[src/rtl/module_hamming_secded.sv]
`default_nettype none
// ============================================================================
//  Module      : module_hamming_secded
//  Description : Hamming SEC-DED encoder/decoder with valid/ready handshake,
//                a single registered output stage and saturating error counters.
//  Revision    : 1.0 - initial release
// ============================================================================
module module_hamming_secded #(
    parameter int DATA_W = 4,
    parameter int CNT_W  = 16,
    // Smallest P with 2^P >= DATA_W+P+1, valid over the 4..32 data range
    localparam int P      = $clog2(DATA_W + 1 + $clog2(DATA_W + 1)),
    localparam int CODE_W = DATA_W + P + 1
) (
    input  logic              clk_i,
    input  logic              rst_i,
    input  logic              in_valid_i,
    output logic              in_ready_o,
    input  logic              mode_i,
    input  logic [DATA_W-1:0] data_i,
    input  logic [CODE_W-1:0] code_i,
    output logic              out_valid_o,
    input  logic              out_ready_i,
    output logic [CODE_W-1:0] code_o,
    output logic [DATA_W-1:0] data_o,
    output logic [P-1:0]      syndrome_o,
    output logic              err_corr_o,
    output logic              err_uncorr_o,
    input  logic              clr_cnt_i,
    output logic [CNT_W-1:0]  cnt_corr_o,
    output logic [CNT_W-1:0]  cnt_uncorr_o
);

    localparam logic [P-1:0]      c_max_pos = P'(CODE_W - 1);
    localparam logic [CODE_W-1:0] c_one     = {{(CODE_W-1){1'b0}}, 1'b1};
    localparam logic [CNT_W-1:0]  c_cnt_max = {CNT_W{1'b1}};

    function automatic logic f_is_pow2(input int j);
        return (j & (j - 1)) == 0;
    endfunction

    function automatic int f_log2(input int j);
        int r;
        r = 0;
        for (int i = 0; i < 32; i++) begin
            if ((j >> i) == 1) r = i;
        end
        return r;
    endfunction

    // Data bit index held at codeword position j (j not a power of two)
    function automatic int f_data_idx(input int j);
        int n;
        n = 0;
        for (int m = 1; m < j; m++) begin
            if (!f_is_pow2(m)) n++;
        end
        return n;
    endfunction

    // Positions 1..CODE_W-1 whose index has bit k set
    function automatic logic [CODE_W-1:0] f_mask(input int k);
        logic [CODE_W-1:0] m;
        m = '0;
        for (int j = 1; j < CODE_W; j++) begin
            if (((j >> k) & 1) != 0) m = m | (c_one << j);
        end
        return m;
    endfunction

    logic [CODE_W-1:1] w_data_vec;
    logic [CODE_W-1:1] w_enc_hi;
    logic [CODE_W-1:0] w_enc;
    logic [P-1:0]      w_par;
    logic [P-1:0]      w_syn;
    logic              w_q;
    logic              w_flip_en;
    logic              w_corr_flag;
    logic              w_uncorr_flag;
    logic [CODE_W-1:0] w_corr;
    logic [DATA_W-1:0] w_dec_data;
    logic              w_in_fire;
    logic              w_out_fire;

    logic              r_valid;
    logic [CODE_W-1:0] r_code;
    logic [DATA_W-1:0] r_data;
    logic [P-1:0]      r_syn;
    logic              r_corr;
    logic              r_uncorr;
    logic [CNT_W-1:0]  r_cnt_corr;
    logic [CNT_W-1:0]  r_cnt_uncorr;

    for (genvar gj = 1; gj < CODE_W; gj++) begin : g_pos
        if (f_is_pow2(gj)) begin : g_parity
            assign w_data_vec[gj] = 1'b0;
            assign w_enc_hi[gj]   = w_par[f_log2(gj)];
        end else begin : g_data
            localparam int c_idx = f_data_idx(gj);
            assign w_data_vec[gj]    = data_i[c_idx];
            assign w_enc_hi[gj]      = data_i[c_idx];
            assign w_dec_data[c_idx] = w_corr[gj];
        end
    end

    for (genvar gk = 0; gk < P; gk++) begin : g_check
        localparam logic [CODE_W-1:0] c_mask = f_mask(gk);
        assign w_par[gk] = ^({w_data_vec, 1'b0} & c_mask);
        assign w_syn[gk] = ^(code_i & c_mask);
    end

    assign w_enc = {w_enc_hi, ^w_enc_hi};
    assign w_q   = ^code_i;

    // A syndrome of zero with Q set points at the overall parity bit itself
    always_comb begin
        w_flip_en     = 1'b0;
        w_corr_flag   = 1'b0;
        w_uncorr_flag = 1'b0;
        if (w_q) begin
            if (w_syn <= c_max_pos) begin
                w_flip_en   = 1'b1;
                w_corr_flag = 1'b1;
            end else begin
                w_uncorr_flag = 1'b1;
            end
        end else if (w_syn != '0) begin
            w_uncorr_flag = 1'b1;
        end
    end

    assign w_corr = w_flip_en ? (code_i ^ (c_one << w_syn)) : code_i;

    assign in_ready_o = !r_valid || out_ready_i;
    assign w_in_fire  = in_valid_i && in_ready_o;
    assign w_out_fire = r_valid && out_ready_i;

    always_ff @(posedge clk_i) begin
        if (rst_i) begin
            r_valid  <= 1'b0;
            r_code   <= '0;
            r_data   <= '0;
            r_syn    <= '0;
            r_corr   <= 1'b0;
            r_uncorr <= 1'b0;
        end else if (w_in_fire) begin
            r_valid <= 1'b1;
            if (mode_i) begin
                r_code   <= w_corr;
                r_data   <= w_dec_data;
                r_syn    <= w_syn;
                r_corr   <= w_corr_flag;
                r_uncorr <= w_uncorr_flag;
            end else begin
                r_code   <= w_enc;
                r_data   <= data_i;
                r_syn    <= '0;
                r_corr   <= 1'b0;
                r_uncorr <= 1'b0;
            end
        end else if (w_out_fire) begin
            r_valid <= 1'b0;
        end
    end

    // Events are counted when the result leaves, not when it is accepted
    always_ff @(posedge clk_i) begin
        if (rst_i || clr_cnt_i) begin
            r_cnt_corr   <= '0;
            r_cnt_uncorr <= '0;
        end else if (w_out_fire) begin
            if (r_corr && (r_cnt_corr != c_cnt_max)) r_cnt_corr <= r_cnt_corr + 1'b1;
            if (r_uncorr && (r_cnt_uncorr != c_cnt_max)) r_cnt_uncorr <= r_cnt_uncorr + 1'b1;
        end
    end

    assign out_valid_o  = r_valid;
    assign code_o       = r_code;
    assign data_o       = r_data;
    assign syndrome_o   = r_syn;
    assign err_corr_o   = r_corr;
    assign err_uncorr_o = r_uncorr;
    assign cnt_corr_o   = r_cnt_corr;
    assign cnt_uncorr_o = r_cnt_uncorr;

endmodule
`default_nettype wire

[config.mk]
export PLATFORM = sky130hd
export DESIGN_NAME = module_hamming_secded
export DESIGN_NICKNAME = d
export VERILOG_FILES = /design/src/rtl/module_hamming_secded.sv
export SDC_FILE = /design/constraint.sdc
export NUM_CORES = 1
export LEC_CHECK = 0
export CAP_MARGIN = 0
export CORE_MARGIN = 1.5
export CORE_UTILIZATION = 48
export CTS_CLUSTER_DIAMETER = 60
export CTS_CLUSTER_SIZE = 10
export DETAILED_ROUTE_END_ITERATION = 8
export PLACE_DENSITY = 0.79
export SLEW_MARGIN = 20
export SYNTH_ARGS = -nofsm -noshare
export SYNTH_HDL_FRONTEND = slang
export SYNTH_SLANG_ARGS = --single-unit
export TNS_END_PERCENT = 10
[constraint.sdc]
create_clock -name clk_i -period 2.6 [get_ports clk_i]
set_clock_uncertainty 0.15 [all_clocks]
set_input_delay 0.52 -clock clk_i [delete_from_list [all_inputs] [get_ports clk_i]]
set_output_delay 0.52 -clock clk_i [all_outputs]
set_load 0.02 [all_outputs]
Word-level counts from Yosys, hierarchy flattened
Index checks and enable logic that the tools add are counted.

storage, ports and cells
  register bits after elaboration = 50
  output and inout port bits = 51
  logic and storage cells = 47

cells by class
  $add $sub $neg = 2
  magnitude comparators = 1
  equal/unequal tests = 2
  shift operators = 1
  multiplexer cells = 13
  bitwise operators = 1
  reduce and logical (&&, ||, !) cells = 19

operators by type and width
  kind                                                               count
  8-bit parity                                                       7
  16-bit by 1-bit adder with 16-bit output, second input constant    2
  16-bit inequality test, second input constant                      2
  8-bit two-way mux                                                  2
  1-bit two-way mux                                                  9
  1-bit by 3-bit << shifter with 8-bit output, first input constant  1
  8-bit bitwise XOR                                                  1
  7-bit parity                                                       1
  1-bit logical AND                                                  4
  4-bit two-way mux                                                  1
  2-bit AND reduction                                                2
  3-bit <= comparator, second input constant                         1
  3-bit two-way mux                                                  1
  3-bit nonzero test                                                 1
  1-bit logical OR                                                   2
  2-bit nonzero test                                                 1
  1-bit zero test                                                    1

Longest topological paths before layout
Gate-level depths: netlist of run 1.

  word-level depth = 6
  mapped depth = 7

Worst setup path after synthesis of run 1
Ideal clock, no wire load.

  kind = register -> register
  start = reg r_cnt_uncorr[6] (netlist: cnt_uncorr_o[6])
  end = reg r_cnt_uncorr[7] (netlist: cnt_uncorr_o[7])
  setup time = 0.128 ns
  data arrival time = 1.704 ns
  slack = 0.619 ns
  cell stages (with the launch flop) = 7
  path buffers = 1
  clock period less this slack = 1.981 ns
  cells stage by stage = dfxtp_1 > nand4_1 > or4_4 > buf_6 > o211ai_1 > xor2_1 > nor2_1

between the ends
  longest elaborated chain between the ends = 3
  elaborated cells on any way between the ends = 4
  classes of those cells = add/sub (1); eq/ne (1); reduce/logical (2)

RTL lines
  what                                                                                              line  text
  from (decl)                                                                                       92    logic [CNT_W-1:0] r_cnt_uncorr;
  from (signal assigned)                                                                            173   if (r_uncorr && (r_cnt_uncorr != c_cnt_max)) r_cnt_uncorr <= r_cnt_uncorr + 1'b1;
  parallel branches: the longest is 3 deep, another holds 16-bit by 1-bit adder with 16-bit output  -

Several ways; the timed one is not identified.
A chain may end at the register's enable or synchronous reset.

Final worst setup path of run 1
  start = in out_ready_i
  end = out in_ready_o

between the ends
  longest elaborated chain between the ends = 1

RTL lines
  what              line  text
  from (decl)       23    input logic out_ready_i,
  1-bit logical OR  134   assign in_ready_o = !r_valid || out_ready_i;
  to (decl)         18    output logic in_ready_o,

No other way between the ends.

==> metrics.md, run 1 <==
| Metric | Value |
|---|---|
| CTS root buf | `clkbuf_8` |
| Hold WC Path Type | `register to register` |
| First-pass DRT Iterations | `4` |
| DP Wirelength | `4.60 mm` |
| Routed vias/inst | `5.40` |
| Setup TNS | `0 ns` |
| Final Hold Fails | `0` |
| Top post-synthesis cells by area | `dfxtp_1 (37%), xnor2_1 (12%), xor2_1 (7.3%)` |
| Max FO, Critical Path | `5` |
| Final instance area | `3390 sq um` |
| Chip width | `75.4 microns` |
| Layout cells sized above 1 | `0.0659` |
| # Max-Cap Violations | `0` |
| Combinational share of power | `0.194` |
| Area leader, netlist | `dfxtp_1` |
| Initial DRC Count | `107` |
| Unrepaired setup endpoints after global routing | `false` |
| Tightest Pin Transition | `0.719 ns` |
| Clock sinks | `46` |
| Worst path max stage delay | `0.62 ns` |
| Die area | `5690 sq um` |
| Hold buffer count at CTS | `0` |
| CP Capture Type | `output port` |
| Gate Count Post-Synth | `292` |
| PwrDens | `466 nW/um^2` |
| N_diodes | `0` |
| Crit path kind | `primary input to output port` |
| Core Region | `5070 sq um` |
| Via count | `2,342` |
| CP max stage cell | `clkdlybuf4s50_1` |
| Number of global-route vias before repair | `2,074` |
| Final setup viols | `0` |
| Port buffer count | `68` |
| P_int | `0.00116 W` |
| H-tree depth | `2` |
| Worst slew margin | `0.508` |
| Worst-Skew Late Latency | `0.30 ns` |
| YS warnings | `0` |
| Fmax achieved | `397 MHz` |
| Postcts setup bufs | `0` |
| WP data arrival | `1.85 ns` |
| Starting density of the core | `0.496` |
| Commonest non-fill, non-tap cell in the layout | `clkdlybuf4s50_1` |
| Sw Pwr | `0.000425 W` |
| CTS Buf Count | `5` |
| Max Root-Sink Buffers | `2` |
| Fillers | `445` |
| Share of the synthesized area in the top cell type | `0.366` |
| P&R area growth vs syn | `34.9%` |
| CP dominant cell by count | `clkdlybuf4s50_1` |
| Critical path cell sequence | `clkdlybuf4s50_1, nand2b_1, clkdlybuf4s50_1` |
| Final antenna-violating net count | `0` |
| Residual DRC count | `0` |
| Reg clk slew, reported paths | `0.08 ns` |
| WL per Instance | `14.1 microns` |
| Number of synthesized flops with an enable pin | `0` |
| Crit share post-route | `0.970` |
| Post-Route WL | `6.12 mm` |
| Post-CTS resize count | `0` |
| Synth unique cells | `44` |
| Num rows | `26` |
| Mean instance size in the synthesized netlist | `8.62 sq um` |
| Seq/Total Area, Yosys | `0.366` |
| CTS tree | `built` |
| GP Congestion | `0.875` |
| Fin crit period | `2.52 ns` |
| Pre-CTS setup slack | `0.0691 ns` |
| Main synth FF type | `dfxtp_1` |
| Post-synthesis register bit count | `46` |
| Final slew viol count | `0` |
| Die H | `75.4 microns` |
| GR Overflow Total | `0` |
| Startpoint Class | `primary input` |
| Worst IR drop on VDD | `0.000210 V` |
| Placed Instance Area | `3280 sq um` |
| GR Util All Layers | `0.222` |
| First-pass GRT wire length | `9.72 mm` |
| Largest net degree at the start of global routing | `33` |
| Critical Path RT | `1.93 ns` |
| Most frequent cells in the layout | `clkdlybuf4s50_1 (68), dfxtp_1 (46), nor2_1 (37)` |
| Final WS setup | `0.0792 ns` |
| Nets | `383` |
| Seq pwr share | `0.465` |
| I/O pin count | `69` |
| Clk pwr share | `0.340` |
| P_leak | `1.12 nW` |
| Initial antenna violation count | `0` |
| Async set or reset register ratio after synthesis | `0` |
| Mapped cell area | `2520 sq um` |
| Status | `complete, no violations` |
| Syn_nets | `312` |
| Sw Share | `0.269` |
## cells in the mapped netlist (2+ instances only)
| cell | n |
|---|---|
| a21oi_1 | 8 |
| o21ai_0 | 4 |
| a31oi_1 | 6 |
| nand3_1 | 25 |
| o221ai_1 | 3 |
| buf_4 | 4 |
| ha_1 | 2 |
| or3_1 | 2 |
| clkbuf_1 | 8 |
| a2bb2oi_1 | 3 |
| nor4_1 | 4 |
| inv_1 | 5 |
| nor3_1 | 4 |
| a211oi_1 | 11 |
| nand2_1 | 14 |
| xor2_1 | 21 |
| xnor2_1 | 35 |
| nor4b_1 | 4 |
| mux2i_1 | 3 |
| and3_1 | 8 |
| o211ai_1 | 5 |
| o2111ai_1 | 2 |
| or2_2 | 2 |
| dfxtp_1 | 46 |
| nand4_1 | 8 |
| nor2_1 | 37 |
## cell families after synthesis
logic type / count (synthesis) / share of synthesized area
buffers and inverters: 18 / 0.0358
XOR/XNOR: 57 / 0.201
AO/OA/AOI/OAI: 50 / 0.141
multiplexers: 3 / 0.0119
adder cells (fa/ha/maj): 2 / 0.00994
AND/OR/NAND/NOR: 116 / 0.234
flip-flops: 46 / 0.366
## worst max-delay path, delay by kind of cell
family | cells | cell delay (ns)
buffers and inverters | 2 | 1.15
and+or+nand+nor | 1 | 0.18
## registers in the layout, summed over array words and instances, names as in the netlist
name,cells
cnt_corr_o,16
cnt_uncorr_o,16
code_o,8
err_corr_o,1
err_uncorr_o,1
out_valid_o,1
syndrome_o,3
## path summary, 6_finish.rpt
check / depth (start not counted) / slack, ns / startpoint / to
max: 3 / 0.08 / out_ready_i / in_ready_o
min: 2 / 0.35 / err_corr_o / err_corr_o
max reg2reg: 5 / 0.48 / cnt_corr_o[3] / cnt_corr_o[13]
min reg2reg: 2 / 0.35 / err_corr_o / err_corr_o
## cell type report
class,count,area (sq um),area share
clock buffer,5,68.8,0.0203
clock inverter,3,43.8,0.0129
inverter,5,18.8,0.00553
multi-input combinational,228,1510,0.444
sequential,46,921,0.271
tap,70,87.6,0.0258
timing repair buffer,77,748,0.221
## power by group through the flow
stage / combinational, W / clock, W / sequential, W
after floorplan: 0.000160 / 0 / 0.000771
after global placement: 0.000305 / 0 / 0.000752
after detailed placement: 0.000307 / 0 / 0.000752
after CTS: 0.000308 / 0.000549 / 0.000736
after global routing: 0.000331 / 0.000578 / 0.000739
final: 0.000307 / 0.000539 / 0.000737
## metrics by stage
step                utilization  hold WS, ns  std cells  power, W
CTS                       0.669        0.346        434   0.00159
global placement          0.646        0.322        426   0.00106
global route              0.669        0.387        434   0.00165
floorplan                     -        0.400        292  0.000931
finish                    0.669        0.350        434   0.00158
detailed placement        0.646        0.333        426   0.00106
## routing by layer
layer | up-vias | share of wire | track usage
li1 | 1183 | - | -
met1 | 1082 | 0.46 | 0.302
met2 | 63 | 0.48 | 0.358
met3 | 14 | 0.037 | 0.0423
met4 | 0 | 0.020 | 0.0714
met5 | - | 0 | 0
Power figures use the tool's default switching activity.
==> inputs of run 2 (changes only) <==
Settings changed: ABC_CLOCK_PERIOD_IN_PS from default to 2600, SLEW_MARGIN 20 to 25.
==> results of run 2 <==
Same layout as run 1: the final DEF is identical, and so are final timing and power.
==> inputs of run 3 (changes only) <==
Settings changed: ABC_AREA from default to 1, CORE_UTILIZATION 48 to 50, PLACE_DENSITY 0.79 to 0.8.
==> run 3 against run 2 <==
  * Utilization decreased by 0.11 points
  * Non-clock buffer count decreased by 1
  * Final area increased by 8.3%
  * Combinational power decreased by 7.2%
  * Register-to-register slack got worse by 0.02 ns
  * Clock-buffer cell count increased by 1
  * Sequential cell count unchanged
  * Critical path type unchanged
  * Largest cell class unchanged
  * Largest power group unchanged
==> metrics.md, run 3 <==
| Metric | Value |
|---|---|
| PwrDens | `394 nW/um^2` |
| Max Root-Sink Buffers | `2` |
| Setup TNS | `0 ns` |
| Most frequent cells in the layout | `nand2_1 (172), clkdlybuf4s50_1 (68), dfxtp_1 (46)` |
| Status | `complete, no violations` |
| Via count | `3,050` |
| Area of the multi-input gates | `1680 sq um` |
| CP Capture Type | `output port` |
| Fillers | `481` |
| Gate Count Post-Synth | `452` |
| Initial antenna violation count | `0` |
| Unrepaired setup endpoints after global routing | `false` |
| Post-synthesis register bit count | `46` |
| Fin util | `0.668` |
| First-pass GRT wire length | `12.3 mm` |
| CTS Buf Count | `5` |
| GP Congestion | `0.910` |
| Critical Path RT | `1.93 ns` |
| Reg area | `921 sq um` |
| CTS tree | `built` |
| Die area | `6160 sq um` |
| I/O pin count | `69` |
| Post-CTS resize count | `0` |
| Reg clk slew, reported paths | `0.08 ns` |
| Commonest non-fill, non-tap cell in the layout | `nand2_1` |
| Hold WS | `0.334 ns` |
| Most common cell in the synthesized netlist | `nand2_1` |
| Starting density of the core | `0.518` |
| Share of the synthesized area in the top cell type | `0.323` |
| DP Wirelength | `5.51 mm` |
| Number of global-route vias before repair | `2,806` |
| Crit share post-route | `0.952` |
| Die H | `78.5 microns` |
| Routed vias/inst | `5.14` |
| First-pass DRT Iterations | `4` |
| Reg2Reg Depth | `9` |
| Main synth FF type | `dfxtp_1` |
| Clock sinks | `46` |
| Syn_nets | `472` |
| Post-Route WL | `7.20 mm` |
| Mapped cell area | `2850 sq um` |
| Final setup viols | `0` |
| Synth unique cells | `28` |
| Crit path capture | `in_ready_o` |
| H-tree depth | `2` |
| N_diodes | `0` |
| Core Region | `5510 sq um` |
| Final WS setup | `0.125 ns` |
| Crit path kind | `primary input to output port` |
| Commonest cells in the synthesized netlist | `nand2_1 (172), dfxtp_1 (46), a21oi_1 (42), inv_1 (39)` |
| # Max-Cap Violations | `0` |
| RR Endpoint | `cnt_uncorr_o[3]` |
| Max FO, Critical Path | `3` |
| Mean instance size in the synthesized netlist | `6.31 sq um` |
| Tightest Pin Transition | `0.413 ns` |
| Final Hold Fails | `0` |
| GR Util All Layers | `0.246` |
| Async set or reset register ratio after synthesis | `0` |
| Port buffer count | `68` |
| Final antenna-violating net count | `0` |
| Largest net degree at the start of global routing | `17` |
| YS warnings | `0` |
| Startpoint Class | `primary input` |
| Hold Path Origin | `syndrome_o[1]` |
| Hold buffer count at CTS | `0` |
| Final slew viol count | `0` |
| CTS root buf | `clkbuf_8` |
| Worst slew margin | `0.724` |
| Nets | `540` |
| Num rows | `27` |
| P&R area growth vs syn | `29.0%` |
| Worst IR drop on VDD | `0.000372 V` |
| Postcts setup bufs | `0` |
| Hold WC Path Type | `register to register` |
| GR Overflow Total | `0` |
| Initial DRC Count | `171` |
| WL per Instance | `12.1 microns` |
| Final instance area | `3680 sq um` |
| Worst-Skew Late Latency | `0.29 ns` |
| WP data arrival | `1.81 ns` |
| Number of synthesized flops with an enable pin | `0` |
| Residual DRC count | `0` |
| Fmax achieved | `404 MHz` |
| Chip width | `78.5 microns` |
| Top post-synthesis cells by area | `dfxtp_1 (32%), nand2_1 (23%), a21oi_1 (7.4%)` |
| Layout cells sized above 1 | `0.0480` |
| Start of the worst register-to-register path | `cnt_uncorr_o[0]` |
| Seq/Total Area, Yosys | `0.323` |
| Beginning of the critical path | `out_ready_i` |
| Area leader, netlist | `dfxtp_1` |
| P_leak | `1.50 nW` |
| Placed Instance Area | `3590 sq um` |
| Pre-CTS setup slack | `0.123 ns` |
| Reg2reg setup slack | `0.46 ns` |
| Fin crit period | `2.48 ns` |
run 3: critical path: stages:
cell             delay (ns)
clkdlybuf4s50_1        0.50
inv_1                  0.05
nand2_1                0.11
clkdlybuf4s50_1        0.63
run 3: cells by family (layout without fill, tap and decap cells):
kind of cell / after synthesis / in the layout / synth area share
fa+ha+maj: 2 / 2 / 0.00878
simple gates: 260 / 260 / 0.386
compound gates: 59 / 59 / 0.108
xor+xnor: 28 / 28 / 0.0860
flops: 46 / 46 / 0.323
buf+inv: 57 / 126 / 0.0874
run 3: worst min path at each step:
stage	depth (start not counted)	end	slack [ns]
floorplan	2	syndrome_o[0]	0.39
global placement	2	syndrome_o[2]	0.32
detailed placement	2	syndrome_o[2]	0.32
CTS	2	syndrome_o[1]	0.33
global route	2	syndrome_o[2]	0.34
finish	2	syndrome_o[1]	0.33
run 3: area by class of cell:
type | instances | area share
Multi-Input combinational cell | 349 | 0.457
Sequential cell | 46 | 0.251
Timing Repair Buffer | 76 | 0.201
Inverter | 42 | 0.0429
Tap cell | 72 | 0.0245
Clock buffer | 6 | 0.0197
Clock inverter | 2 | 0.00374
run 3: metal layers:
metal	track usage	wire length, microns
met5	0	0
met4	0.0679	103
met3	0.0453	295
met2	0.430	3560
met1	0.306	3250
run 3: stage by stage:
stage / total power (W) / cells
6_report: 0.00145 / 593
5_1_grt: 0.00152 / 593
4_1_cts: 0.00146 / 593
3_5_place_dp: 0.00103 / 585
3_3_place_gp: 0.00102 / 585
2_1_floorplan: 0.000921 / 452
run 3: power breakdown:
group	internal (W)	total [W]	switching, W
Clock	0.000190	0.000431	0.000241
Combinational	0.000116	0.000285	0.000169
Sequential	0.000720	0.000732	0.0000123
